File: src/rtl/sd_response_capture_if.sv
// Bundles the SD-side inputs, the arm pulse and the captured-response outputs
// of sd_response_capture so they travel as one port.
interface sd_response_capture_if;
  logic        sd_clk_in;
  logic        sd_miso_in;
  logic        arm;
  logic [15:0] response_signal;
  logic        resp_valid;
  logic        resp_timeout;
  logic        busy;

  // Controller side: drives the card lines and arm, observes the result.
  modport master (
    output sd_clk_in,
    output sd_miso_in,
    output arm,
    input  response_signal,
    input  resp_valid,
    input  resp_timeout,
    input  busy
  );

  // Capture block side.
  modport slave (
    input  sd_clk_in,
    input  sd_miso_in,
    input  arm,
    output response_signal,
    output resp_valid,
    output resp_timeout,
    output busy
  );
endinterface

File: src/rtl/sd_response_capture.sv
// SPI-mode SD response capture. Synchronises the slow SD clock and MISO into
// CLOCK_50, detects SD clock rising edges, hunts for the start bit after an
// arm pulse and shifts in an R1-style response MSB-first. Reports either a
// valid response or a timeout when the card stays silent too long.
module sd_response_capture #(
  parameter int RESP_BITS     = 8,
  parameter int TIMEOUT_EDGES = 64
) (
  input  logic                  CLOCK_50,
  input  logic                  reset,
  sd_response_capture_if.slave  bus
);

  typedef enum logic [1:0] {
    ST_IDLE  = 2'd0,
    ST_HUNT  = 2'd1,
    ST_SHIFT = 2'd2,
    ST_DONE  = 2'd3
  } state_t;

  localparam logic [4:0]  RESP_LEN  = 5'(RESP_BITS);
  localparam logic [15:0] TO_LIMIT  = 16'(TIMEOUT_EDGES);
  localparam logic [15:0] RESP_MASK = 16'((32'h1 << RESP_BITS) - 32'h1);

  // Synchroniser / edge-detect stages. MISO gets the same depth as the clock
  // path so the sampled bit lines up with the registered strobe.
  logic clk_s1_q, clk_s2_q, clk_prev_q, strobe_q;
  logic miso_s1_q, miso_s2_q, bit_s_q;

  logic        strobe;
  logic        bit_s;

  state_t      state_q, state_d;
  logic [15:0] edge_cnt_q, edge_cnt_d;
  logic [4:0]  bit_cnt_q, bit_cnt_d;
  logic [15:0] shreg_q, shreg_d;
  logic [15:0] resp_q, resp_d;
  logic        valid_q, valid_d;
  logic        timeout_q, timeout_d;

  logic [15:0] edge_inc;
  logic [4:0]  bit_inc;
  logic [15:0] shreg_shifted;

  // Two-flop synchronisers plus one edge stage for clock and data.
  always_ff @(posedge CLOCK_50) begin
    if (reset) begin
      clk_s1_q   <= 1'b0;
      clk_s2_q   <= 1'b0;
      clk_prev_q <= 1'b0;
      strobe_q   <= 1'b0;
      miso_s1_q  <= 1'b0;
      miso_s2_q  <= 1'b0;
      bit_s_q    <= 1'b0;
    end else begin
      clk_s1_q   <= bus.sd_clk_in;
      clk_s2_q   <= clk_s1_q;
      clk_prev_q <= clk_s2_q;
      strobe_q   <= clk_s2_q & ~clk_prev_q;
      miso_s1_q  <= bus.sd_miso_in;
      miso_s2_q  <= miso_s1_q;
      bit_s_q    <= miso_s2_q;
    end
  end

  assign strobe = strobe_q;
  assign bit_s  = bit_s_q;

  // Saturating increments so neither counter can wrap.
  assign edge_inc      = (edge_cnt_q == 16'hFFFF) ? edge_cnt_q : edge_cnt_q + 16'd1;
  assign bit_inc       = (bit_cnt_q == 5'h1F) ? bit_cnt_q : bit_cnt_q + 5'd1;
  assign shreg_shifted = {shreg_q[14:0], bit_s};

  // Capture FSM state and datapath registers.
  always_ff @(posedge CLOCK_50) begin
    if (reset) begin
      state_q    <= ST_IDLE;
      edge_cnt_q <= 16'd0;
      bit_cnt_q  <= 5'd0;
      shreg_q    <= 16'd0;
      resp_q     <= 16'hFFFF;
      valid_q    <= 1'b0;
      timeout_q  <= 1'b0;
    end else begin
      state_q    <= state_d;
      edge_cnt_q <= edge_cnt_d;
      bit_cnt_q  <= bit_cnt_d;
      shreg_q    <= shreg_d;
      resp_q     <= resp_d;
      valid_q    <= valid_d;
      timeout_q  <= timeout_d;
    end
  end

  // Next-state logic: arm always restarts the hunt and beats a coincident
  // strobe; strobes only matter in HUNT and SHIFT.
  always_comb begin
    state_d    = state_q;
    edge_cnt_d = edge_cnt_q;
    bit_cnt_d  = bit_cnt_q;
    shreg_d    = shreg_q;
    resp_d     = resp_q;
    valid_d    = valid_q;
    timeout_d  = timeout_q;

    if (bus.arm) begin
      // The previous response word stays visible until a new result lands.
      state_d    = ST_HUNT;
      edge_cnt_d = 16'd0;
      bit_cnt_d  = 5'd0;
      shreg_d    = 16'd0;
      valid_d    = 1'b0;
      timeout_d  = 1'b0;
    end else if (strobe) begin
      case (state_q)
        ST_HUNT: begin
          if (!bit_s) begin
            // Start bit is the response MSB and is always zero.
            shreg_d   = 16'd0;
            bit_cnt_d = 5'd1;
            if (RESP_LEN == 5'd1) begin
              resp_d  = 16'd0;
              valid_d = 1'b1;
              state_d = ST_DONE;
            end else begin
              state_d = ST_SHIFT;
            end
          end else begin
            edge_cnt_d = edge_inc;
            if (edge_inc >= TO_LIMIT) begin
              timeout_d = 1'b1;
              resp_d    = 16'hFFFF;
              state_d   = ST_DONE;
            end
          end
        end
        ST_SHIFT: begin
          shreg_d   = shreg_shifted;
          bit_cnt_d = bit_inc;
          if (bit_inc >= RESP_LEN) begin
            resp_d  = shreg_shifted & RESP_MASK;
            valid_d = 1'b1;
            state_d = ST_DONE;
          end
        end
        default: begin
          // IDLE and DONE ignore SD clock edges.
        end
      endcase
    end
  end

  assign bus.response_signal = resp_q;
  assign bus.resp_valid      = valid_q;
  assign bus.resp_timeout    = timeout_q;
  assign bus.busy            = (state_q == ST_HUNT) || (state_q == ST_SHIFT);

endmodule

File: src/flat_wrapper.sv
// flat-port wrapper written by rule: the top's interface ports become plain ports
module sd_response_capture_flat 
#(
  parameter int RESP_BITS     = 8,
  parameter int TIMEOUT_EDGES = 64
)
  (CLOCK_50, reset, bus_sd_clk_in, bus_sd_miso_in, bus_arm, bus_response_signal, bus_resp_valid, bus_resp_timeout, bus_busy);
  sd_response_capture_if bus_i ();
  input  logic CLOCK_50;
  input  logic reset;
  input wire logic [$bits(bus_i.sd_clk_in)-1:0] bus_sd_clk_in;
  input wire logic [$bits(bus_i.sd_miso_in)-1:0] bus_sd_miso_in;
  input wire logic [$bits(bus_i.arm)-1:0] bus_arm;
  output wire logic [$bits(bus_i.response_signal)-1:0] bus_response_signal;
  output wire logic [$bits(bus_i.resp_valid)-1:0] bus_resp_valid;
  output wire logic [$bits(bus_i.resp_timeout)-1:0] bus_resp_timeout;
  output wire logic [$bits(bus_i.busy)-1:0] bus_busy;
  assign bus_i.sd_clk_in = bus_sd_clk_in;
  assign bus_i.sd_miso_in = bus_sd_miso_in;
  assign bus_i.arm = bus_arm;
  assign bus_response_signal = bus_i.response_signal;
  assign bus_resp_valid = bus_i.resp_valid;
  assign bus_resp_timeout = bus_i.resp_timeout;
  assign bus_busy = bus_i.busy;
  sd_response_capture #(.RESP_BITS(RESP_BITS), .TIMEOUT_EDGES(TIMEOUT_EDGES)) u_core (.CLOCK_50(CLOCK_50), .reset(reset), .bus(bus_i));
endmodule
File: config.mk
export PLATFORM = sky130hd
export DESIGN_NAME = sd_response_capture_flat
export DESIGN_NICKNAME = d
export VERILOG_FILES = /design/src/rtl/sd_response_capture_if.sv /design/src/rtl/sd_response_capture.sv /design/src/flat_wrapper.sv
export SDC_FILE = /design/constraint.sdc
export NUM_CORES = 1
export LEC_CHECK = 0
export BUFFER_PORTS_ARGS = -buffer_cell sky130_fd_sc_hd__buf_2
export CAP_MARGIN = 20
export CORE_UTILIZATION = 55
export CTS_CLUSTER_DIAMETER = 50
export DETAILED_ROUTE_END_ITERATION = 6
export PLACE_DENSITY = 0.75
export SKIP_LAST_GASP = 1
export SLEW_MARGIN = 20
export SYNTH_ARGS = -nofsm -noshare
export SYNTH_HDL_FRONTEND = slang
export SYNTH_SLANG_ARGS = --single-unit
File: constraint.sdc
create_clock -name CLOCK_50 -period 2.9 [get_ports CLOCK_50]
set_input_delay 0.725 -clock CLOCK_50 [delete_from_list [all_inputs] [get_ports CLOCK_50]]
set_output_delay 0.725 -clock CLOCK_50 [all_outputs]
set_load 0.02 [all_outputs]
==> run_summary.xml, run 1 <==
<?xml version="1.0" encoding="UTF-8"?>
<metrics>
  <group name="grt">
    <metric name="grt-ovfl-total" unit="">0</metric>
    <metric name="grt_pass1_wl" unit="um">7560</metric>
    <metric name="grt_max_degree" unit="">32</metric>
    <metric name="first_global_vias" unit="">1717</metric>
    <metric name="grt.total_usage" unit="">0.217</metric>
    <metric name="antenna_found_initial" unit="">0</metric>
  </group>
  <group name="drt">
    <metric name="drc_errors" unit="">0</metric>
    <metric name="detail_route.wirelength" unit="um">4680</metric>
    <metric name="firstDrtPassIters" unit="">4</metric>
    <metric name="detail_route.iter0.violations" unit="">66</metric>
    <metric name="wl_per_cell" unit="um">13.7</metric>
    <metric name="ant_nets" unit="">0</metric>
    <metric name="via_per_inst" unit="">5.78</metric>
    <metric name="num_vias" unit="">1978</metric>
  </group>
  <group name="cells_and_area">
    <metric name="flow.area_growth_from_synthesis" unit="%">6.40</metric>
    <metric name="layout-drive-gt1-share" unit="">0.178</metric>
    <metric name="insertedDiodeCount" unit="">0</metric>
    <metric name="postLayoutCoreUtil" unit="">0.626</metric>
    <metric name="fin_nets" unit="">300</metric>
  </group>
  <group name="yosys">
    <metric name="synth_async_sr_flop_share" unit="">0</metric>
    <metric name="ranking_of_synthesized_cells_by_instance_count" unit="">sky130_fd_sc_hd__dfxtp_1, sky130_fd_sc_hd__nor2_1, sky130_fd_sc_hd__nand2_1</metric>
    <metric name="yosys-top-cells-area" unit="">sky130_fd_sc_hd__dfxtp_1, sky130_fd_sc_hd__nor2_1, sky130_fd_sc_hd__a21oi_1</metric>
    <metric name="netlist_area" unit="sq um">2400</metric>
    <metric name="ys_warn_count" unit="">0</metric>
    <metric name="synth_cell_type_count" unit="">53</metric>
    <metric name="synth_seq_area_share" unit="">0.400</metric>
    <metric name="synth_cells" unit="">283</metric>
    <metric name="yosys.area.top_type" unit="">sky130_fd_sc_hd__dfxtp_1</metric>
    <metric name="synthMostInstantiatedCell" unit="">sky130_fd_sc_hd__dfxtp_1</metric>
    <metric name="yosysTopAreaCellShare" unit="">0.400</metric>
    <metric name="avgSynthCellArea" unit="sq um">8.49</metric>
    <metric name="synth-edff-count" unit="">0</metric>
    <metric name="synthesis.nets" unit="">292</metric>
    <metric name="synth_ff_type" unit="">sky130_fd_sc_hd__dfxtp_1</metric>
    <metric name="number_of_synthesized_register_bits" unit="">48</metric>
  </group>
  <group name="placed_design">
    <metric name="post_dp_hpwl" unit="um">3230</metric>
    <metric name="place.gp.congestion" unit="">0.908</metric>
    <metric name="port_buffers" unit="">23</metric>
  </group>
  <group name="clocking">
    <metric name="worst_skew_pair.late_latency" unit="ps">300</metric>
    <metric name="clock_input_transition_at_the_sequential_cells_of_the_worst_setup_and_hold_paths" unit="ps">90</metric>
    <metric name="cts_root_buf" unit="">sky130_fd_sc_hd__clkbuf_8</metric>
    <metric name="ctsLongestPathBuffers" unit="">2</metric>
    <metric name="cts-hold-fix-buffers" unit="">0</metric>
    <metric name="cts_sinks" unit="">48</metric>
    <metric name="post_cts_resize_count" unit="">0</metric>
    <metric name="cts_setup_buffers" unit="">0</metric>
    <metric name="cts_tree" unit="">built</metric>
    <metric name="h-tree-depth" unit="">2</metric>
    <metric name="cts-buffers-inserted" unit="">5</metric>
  </group>
  <group name="setup_path">
    <metric name="crit_path_max_fanout" unit="">9</metric>
    <metric name="r2r_setup_slack" unit="ps">290</metric>
    <metric name="worstRegToRegCells" unit="">8</metric>
    <metric name="crit_path_end_kind" unit="">flop</metric>
    <metric name="critical_path.startpoint_type" unit="">flop</metric>
    <metric name="worst-endpoint-required" unit="ps">3100</metric>
    <metric name="timing.critical_path.arrival" unit="ps">2810</metric>
    <metric name="r2r_start" unit="">u_core.edge_cnt_q[0]</metric>
    <metric name="criticalPathCategory" unit="">flop to flop</metric>
    <metric name="regToRegEndpoint" unit="">u_core.bus.response_signal[0]</metric>
  </group>
  <group name="timing">
    <metric name="final_number_of_setup_violating_endpoints" unit="">0</metric>
    <metric name="finalHoldViolCount" unit="">0</metric>
    <metric name="clock_skew" unit="ps">8.68</metric>
    <metric name="timing_worst_slew_pin_value" unit="ps">601</metric>
    <metric name="drv_slew" unit="">0</metric>
    <metric name="post-route-min-period" unit="ps">2610</metric>
    <metric name="setup_total_negative_slack" unit="ps">0</metric>
    <metric name="top_achievable_clock_speed" unit="GHz">0.384</metric>
    <metric name="worst_slew_margin_rel" unit="">0.599</metric>
    <metric name="rsz0062_at_grt" unit="">no</metric>
    <metric name="finalCritPeriodShare" unit="">0.899</metric>
  </group>
  <group name="power">
    <metric name="leakagePower" unit="nW">0.822</metric>
    <metric name="ir_drop" unit="mV">0.201</metric>
    <metric name="pwr_density_cell" unit="nW/um^2">465</metric>
  </group>
  <group name="worst_hold_path">
    <metric name="worst_hold_path.num_cells" unit="">1</metric>
    <metric name="worst_hold_startpoint" unit="">u_core.clk_prev_q</metric>
    <metric name="timing.hold.worst_endpoint" unit="">u_core.strobe</metric>
    <metric name="min-delay-path-class" unit="">flop to flop</metric>
  </group>
  <group name="status">
    <metric name="status" unit="">finished, final reports clean</metric>
  </group>
  <group name="die">
    <metric name="die_area" unit="sq um">4640</metric>
    <metric name="floorplan.rows" unit="">23</metric>
    <metric name="die_w" unit="um">68.1</metric>
    <metric name="core_area" unit="sq um">4090</metric>
    <metric name="die_h" unit="um">68.1</metric>
    <metric name="floorplan.initialDensity" unit="">0.588</metric>
    <metric name="boundaryPins" unit="">24</metric>
  </group>
  <group name="run">
    <metric name="drv_cap" unit="">0</metric>
  </group>
</metrics>
power by group:
part | leakage [nW] | internal [mW] | switching [mW] | total (mW)
logic | 0.379 | 0.00930 | 0.0225 | 0.0318
clock network | 0.0548 | 0.260 | 0.232 | 0.492
registers | 0.388 | 0.663 | 0.00340 | 0.667
registers in the layout, indices dropped and copies added, names as in the netlist, 2 cells and up:
name,cells
u_core.bit_cnt_q,5
u_core.shreg_q,7
u_core.state_q,2
u_core.edge_cnt_q,16
u_core.bus.response_signal,9
cell families after synthesis:
family,Yosys count,synth area share
XOR/XNOR,10,0.0364
adder cells (fa/ha/maj),4,0.0208
buffers and inverters,37,0.0828
AND/OR/NAND/NOR,119,0.261
multiplexers,3,0.0125
AO/OA/AOI/OAI,62,0.187
flip-flops,48,0.400
per-stage QoR:
step                hold slack, ps  instances  power, mW  setup WS (ps)  instance area, sq um
floorplan                      367        283      0.704            572                  2400
global placement               382        334      0.713            366                  2440
detailed placement             395        334      0.714            320                  2440
CTS                            412        342       1.20            293                  2560
global route                   434        342       1.23           72.6                  2560
finish                         407        342       1.19            294                  2560
routing by layer:
metal,GRT usage,share of wire,vias up
met2,0.379,0.49,26
li1,-,-,1003
met4,0.0807,0.013,0
met5,0,0,-
met3,0.0467,0.024,7
met1,0.258,0.47,942
worst max-delay path: stages, from the launching register on:
cell and delay (ps):
sky130_fd_sc_hd__dfxtp_1 390, sky130_fd_sc_hd__ha_1 230, sky130_fd_sc_hd__nand3_1 230, sky130_fd_sc_hd__nor4_1 400
sky130_fd_sc_hd__mux2i_1 300, sky130_fd_sc_hd__nand4_2 170, sky130_fd_sc_hd__o31ai_4 310, sky130_fd_sc_hd__a21oi_2 190
sky130_fd_sc_hd__o31a_1 280
final cells by class:
class / count / area, sq um
tap: 50 / 62.6
sequential: 48 / 961
fill: 357 / 1530
inverter: 14 / 52.6
timing repair buffer: 24 / 123
clock buffer: 5 / 68.8
clock inverter: 3 / 46.3
multi-input combinational: 198 / 1240
worst max path at each step:
| stage | startpoint | end | slack [ps] | cells after the start |
|---|---|---|---|---|
| final | u_core.edge_cnt_q[0] | u_core.bus.response_signal[0] | 290 | 8 |
| after global routing | u_core.edge_cnt_q[0] | u_core.bus.response_signal[0] | 70 | 8 |
| after CTS | u_core.edge_cnt_q[0] | u_core.bus.response_signal[0] | 290 | 8 |
| after detailed placement | u_core.edge_cnt_q[0] | u_core.bus.response_signal[0] | 320 | 8 |
| after global placement | u_core.edge_cnt_q[0] | u_core.bus.response_signal[0] | 370 | 8 |
| after floorplan | u_core.edge_cnt_q[0] | u_core.bus.response_signal[0] | 570 | 8 |
layout by cell type, fill, tap and decap left out, types with 6 or more instances in the layout:
cell type	instances
sky130_fd_sc_hd__a21oi_1	20
sky130_fd_sc_hd__a2bb2oi_1	7
sky130_fd_sc_hd__buf_2	23
sky130_fd_sc_hd__dfxtp_1	48
sky130_fd_sc_hd__inv_1	14
sky130_fd_sc_hd__nand2_1	23
sky130_fd_sc_hd__nand3_1	18
sky130_fd_sc_hd__nand4_1	7
sky130_fd_sc_hd__nor2_1	28
sky130_fd_sc_hd__nor2b_1	7
sky130_fd_sc_hd__o21ai_0	9
sky130_fd_sc_hd__or2_2	9
sky130_fd_sc_hd__xnor2_1	6
Power figures use the tool's default switching activity.
==> run 2, diff against run 1 <==
--- a/config.mk
+++ b/config.mk
@@ -11,6 +11,7 @@
 export CTS_CLUSTER_DIAMETER = 50
 export DETAILED_ROUTE_END_ITERATION = 6
 export PLACE_DENSITY = 0.75
+export RECOVER_POWER = 50
 export SKIP_LAST_GASP = 1
 export SLEW_MARGIN = 20
 export SYNTH_ARGS = -nofsm -noshare
==> run 2 against run 1 <==
Non-clock buffer count did not move. Setup slack got worse by 10 ps. First-iteration DRC count rose by 52%. Critical endpoint unchanged. Highest routed layer unchanged.
==> run_summary.xml, run 2 (same netlist as run 1, synthesis figures left out) <==
<?xml version="1.0" encoding="UTF-8"?>
<metrics>
  <group name="power">
    <metric name="ir_drop" unit="mV">0.202</metric>
    <metric name="clock_power_share" unit="">0.414</metric>
    <metric name="internal_power_contribution" unit="mW">0.932</metric>
    <metric name="pwr_density_cell" unit="nW/um^2">470</metric>
    <metric name="power_switching" unit="mW">0.260</metric>
    <metric name="switching_share_of_total_power" unit="">0.218</metric>
    <metric name="power.combinational.fraction" unit="">0.026</metric>
    <metric name="pwr-share-seq" unit="">0.559</metric>
    <metric name="leakagePower" unit="nW">0.793</metric>
  </group>
  <group name="die">
    <metric name="core_area" unit="sq um">4090</metric>
    <metric name="boundaryPins" unit="">24</metric>
    <metric name="floorplan.initialDensity" unit="">0.588</metric>
    <metric name="die_w" unit="um">68.1</metric>
    <metric name="die_h" unit="um">68.1</metric>
    <metric name="floorplan.rows" unit="">23</metric>
    <metric name="die_area" unit="sq um">4640</metric>
  </group>
  <group name="clocking">
    <metric name="worst_skew_pair.late_latency" unit="ps">300</metric>
    <metric name="clock_input_transition_at_the_sequential_cells_of_the_worst_setup_and_hold_paths" unit="ps">90</metric>
    <metric name="h-tree-depth" unit="">2</metric>
    <metric name="cts_setup_buffers" unit="">0</metric>
    <metric name="ctsLongestPathBuffers" unit="">2</metric>
    <metric name="post_cts_resize_count" unit="">0</metric>
    <metric name="cts_tree" unit="">built</metric>
    <metric name="cts_root_buf" unit="">sky130_fd_sc_hd__clkbuf_8</metric>
    <metric name="cts-buffers-inserted" unit="">5</metric>
    <metric name="cts-hold-fix-buffers" unit="">0</metric>
    <metric name="cts_sinks" unit="">48</metric>
  </group>
  <group name="cells_and_area">
    <metric name="leading_cell_type_in_the_layout_fill_and_taps_excluded" unit="">sky130_fd_sc_hd__dfxtp_1</metric>
    <metric name="fillers" unit="">366</metric>
    <metric name="regMostFlops" unit="">u_core.edge_cnt_q</metric>
    <metric name="insertedDiodeCount" unit="">0</metric>
    <metric name="mostFrequentLayoutCells" unit="">sky130_fd_sc_hd__dfxtp_1, sky130_fd_sc_hd__nor2_1, sky130_fd_sc_hd__nand2_1</metric>
    <metric name="fin_nets" unit="">300</metric>
    <metric name="flip_flop_count_of_the_largest_register_after_layout" unit="">16</metric>
    <metric name="flow.area_growth_from_synthesis" unit="%">5.41</metric>
    <metric name="layout-drive-gt1-share" unit="">0.110</metric>
  </group>
  <group name="drt">
    <metric name="ant_nets" unit="">0</metric>
    <metric name="num_vias" unit="">1997</metric>
    <metric name="wl_per_cell" unit="um">13.8</metric>
    <metric name="via_per_inst" unit="">5.84</metric>
    <metric name="firstDrtPassIters" unit="">4</metric>
    <metric name="detail_route.wirelength" unit="um">4740</metric>
    <metric name="detail_route.iter0.violations" unit="">100</metric>
    <metric name="drc_errors" unit="">0</metric>
  </group>
  <group name="worst_hold_path">
    <metric name="min-delay-path-class" unit="">flop to flop</metric>
  </group>
  <group name="setup_path">
    <metric name="worst_path_max_delay_cell" unit="">sky130_fd_sc_hd__nor4_1</metric>
    <metric name="critical_path.startpoint_type" unit="">flop</metric>
    <metric name="path_cells" unit="">ha_1 -&gt; nand3_1 -&gt; nor4_1 -&gt; mux2i_1 -&gt; nand4_2 -&gt; o31ai_4 -&gt; a21oi_2 -&gt; o31a_1</metric>
    <metric name="timing.critical_path.arrival" unit="ps">2820</metric>
    <metric name="crit_path_end_kind" unit="">flop</metric>
    <metric name="critical_path.max_stage_delay" unit="ps">410</metric>
    <metric name="criticalPathCategory" unit="">flop to flop</metric>
    <metric name="crit_path_max_fanout" unit="">9</metric>
    <metric name="worst-endpoint-required" unit="ps">3100</metric>
  </group>
  <group name="timing">
    <metric name="timing_worst_slew_pin_value" unit="ps">1100</metric>
    <metric name="final_number_of_setup_violating_endpoints" unit="">0</metric>
    <metric name="post-route-min-period" unit="ps">2620</metric>
    <metric name="hold_slack" unit="ps">408</metric>
    <metric name="clock_skew" unit="ps">9.49</metric>
    <metric name="finalCritPeriodShare" unit="">0.902</metric>
    <metric name="finalHoldViolCount" unit="">0</metric>
    <metric name="drv_slew" unit="">0</metric>
    <metric name="top_achievable_clock_speed" unit="GHz">0.382</metric>
    <metric name="setup_total_negative_slack" unit="ps">0</metric>
    <metric name="worst_slew_margin_rel" unit="">0.266</metric>
    <metric name="rsz0062_at_grt" unit="">no</metric>
  </group>
  <group name="status">
    <metric name="status" unit="">finished, final reports clean</metric>
  </group>
  <group name="grt">
    <metric name="antenna_found_initial" unit="">0</metric>
    <metric name="first_global_vias" unit="">1717</metric>
    <metric name="grt_max_degree" unit="">32</metric>
    <metric name="grt_pass1_wl" unit="um">7560</metric>
    <metric name="grt.total_usage" unit="">0.217</metric>
    <metric name="grt-ovfl-total" unit="">0</metric>
  </group>
  <group name="placed_design">
    <metric name="place.gp.congestion" unit="">0.908</metric>
    <metric name="post_dp_hpwl" unit="um">3230</metric>
    <metric name="port_buffers" unit="">23</metric>
  </group>
  <group name="run">
    <metric name="drv_cap" unit="">0</metric>
  </group>
</metrics>
==> run 2: changes by cell type in the layout (fill, tap and decap cells not counted) <==
cell	delta
sky130_fd_sc_hd__buf_2	-19
sky130_fd_sc_hd__clkbuf_1	+19
sky130_fd_sc_hd__or2_1	+1
sky130_fd_sc_hd__or2_2	-1
==> run 2: cell type report <==
class | count | area, sq um | area share
clock inverter | 3 | 46.3 | 0.0183
timing repair buffer | 24 | 98.8 | 0.0390
multi-input combinational | 198 | 1240 | 0.491
tap | 50 | 62.6 | 0.0247
sequential | 48 | 961 | 0.379
inverter | 14 | 52.6 | 0.0207
clock buffer | 5 | 68.8 | 0.0272
==> run 2: per-stage QoR <==
stage / worst slack (ps) / cells / utilization / instance area [sq um] / power (mW)
3_3_place_gp: 366 / 334 / 0.598 / 2440 / 0.713
4_1_cts: 293 / 342 / 0.626 / 2560 / 1.20
5_1_grt: 72.3 / 342 / 0.620 / 2530 / 1.23
2_1_floorplan: 572 / 283 / - / 2400 / 0.704
3_5_place_dp: 320 / 334 / 0.598 / 2440 / 0.714
6_report: 283 / 342 / 0.620 / 2530 / 1.19
==> run 2: worst paths after layout <==
kind	from	slack [ps]	cells after the start	endpoint
worst max register to register	u_core.edge_cnt_q[0]	280	8	u_core.bus.response_signal[0]
worst min register to register	u_core.clk_prev_q	410	1	u_core.strobe
worst max-delay path	u_core.edge_cnt_q[0]	280	8	u_core.bus.response_signal[0]
worst min-delay path	u_core.clk_prev_q	410	1	u_core.strobe
==> run 2: worst max-delay path, delay by kind of cell (launching register included) <==
| kind | cells | cell delay (ps) |
|---|---|---|
| simple gates | 3 | 820 |
| compound gates | 3 | 780 |
| flops | 1 | 390 |
| mux | 1 | 300 |
| fa+ha+maj | 1 | 230 |
==> run 2: routing by layer <==
layer	track usage	vias to the layer above	wire (um)
li1	-	1002	-
met1	0.258	959	2220
met2	0.379	29	2330
met3	0.0467	7	130
met4	0.0807	0	61
met5	0	-	0
==> run 2: power groups by stage <==
stage,registers (mW),clock network (mW),logic [mW]
after floorplan,0.680,0,0.0245
after global placement,0.682,0,0.0313
after detailed placement,0.682,0,0.0321
after CTS,0.667,0.505,0.0322
after global routing,0.668,0.527,0.0347
final,0.667,0.494,0.0316
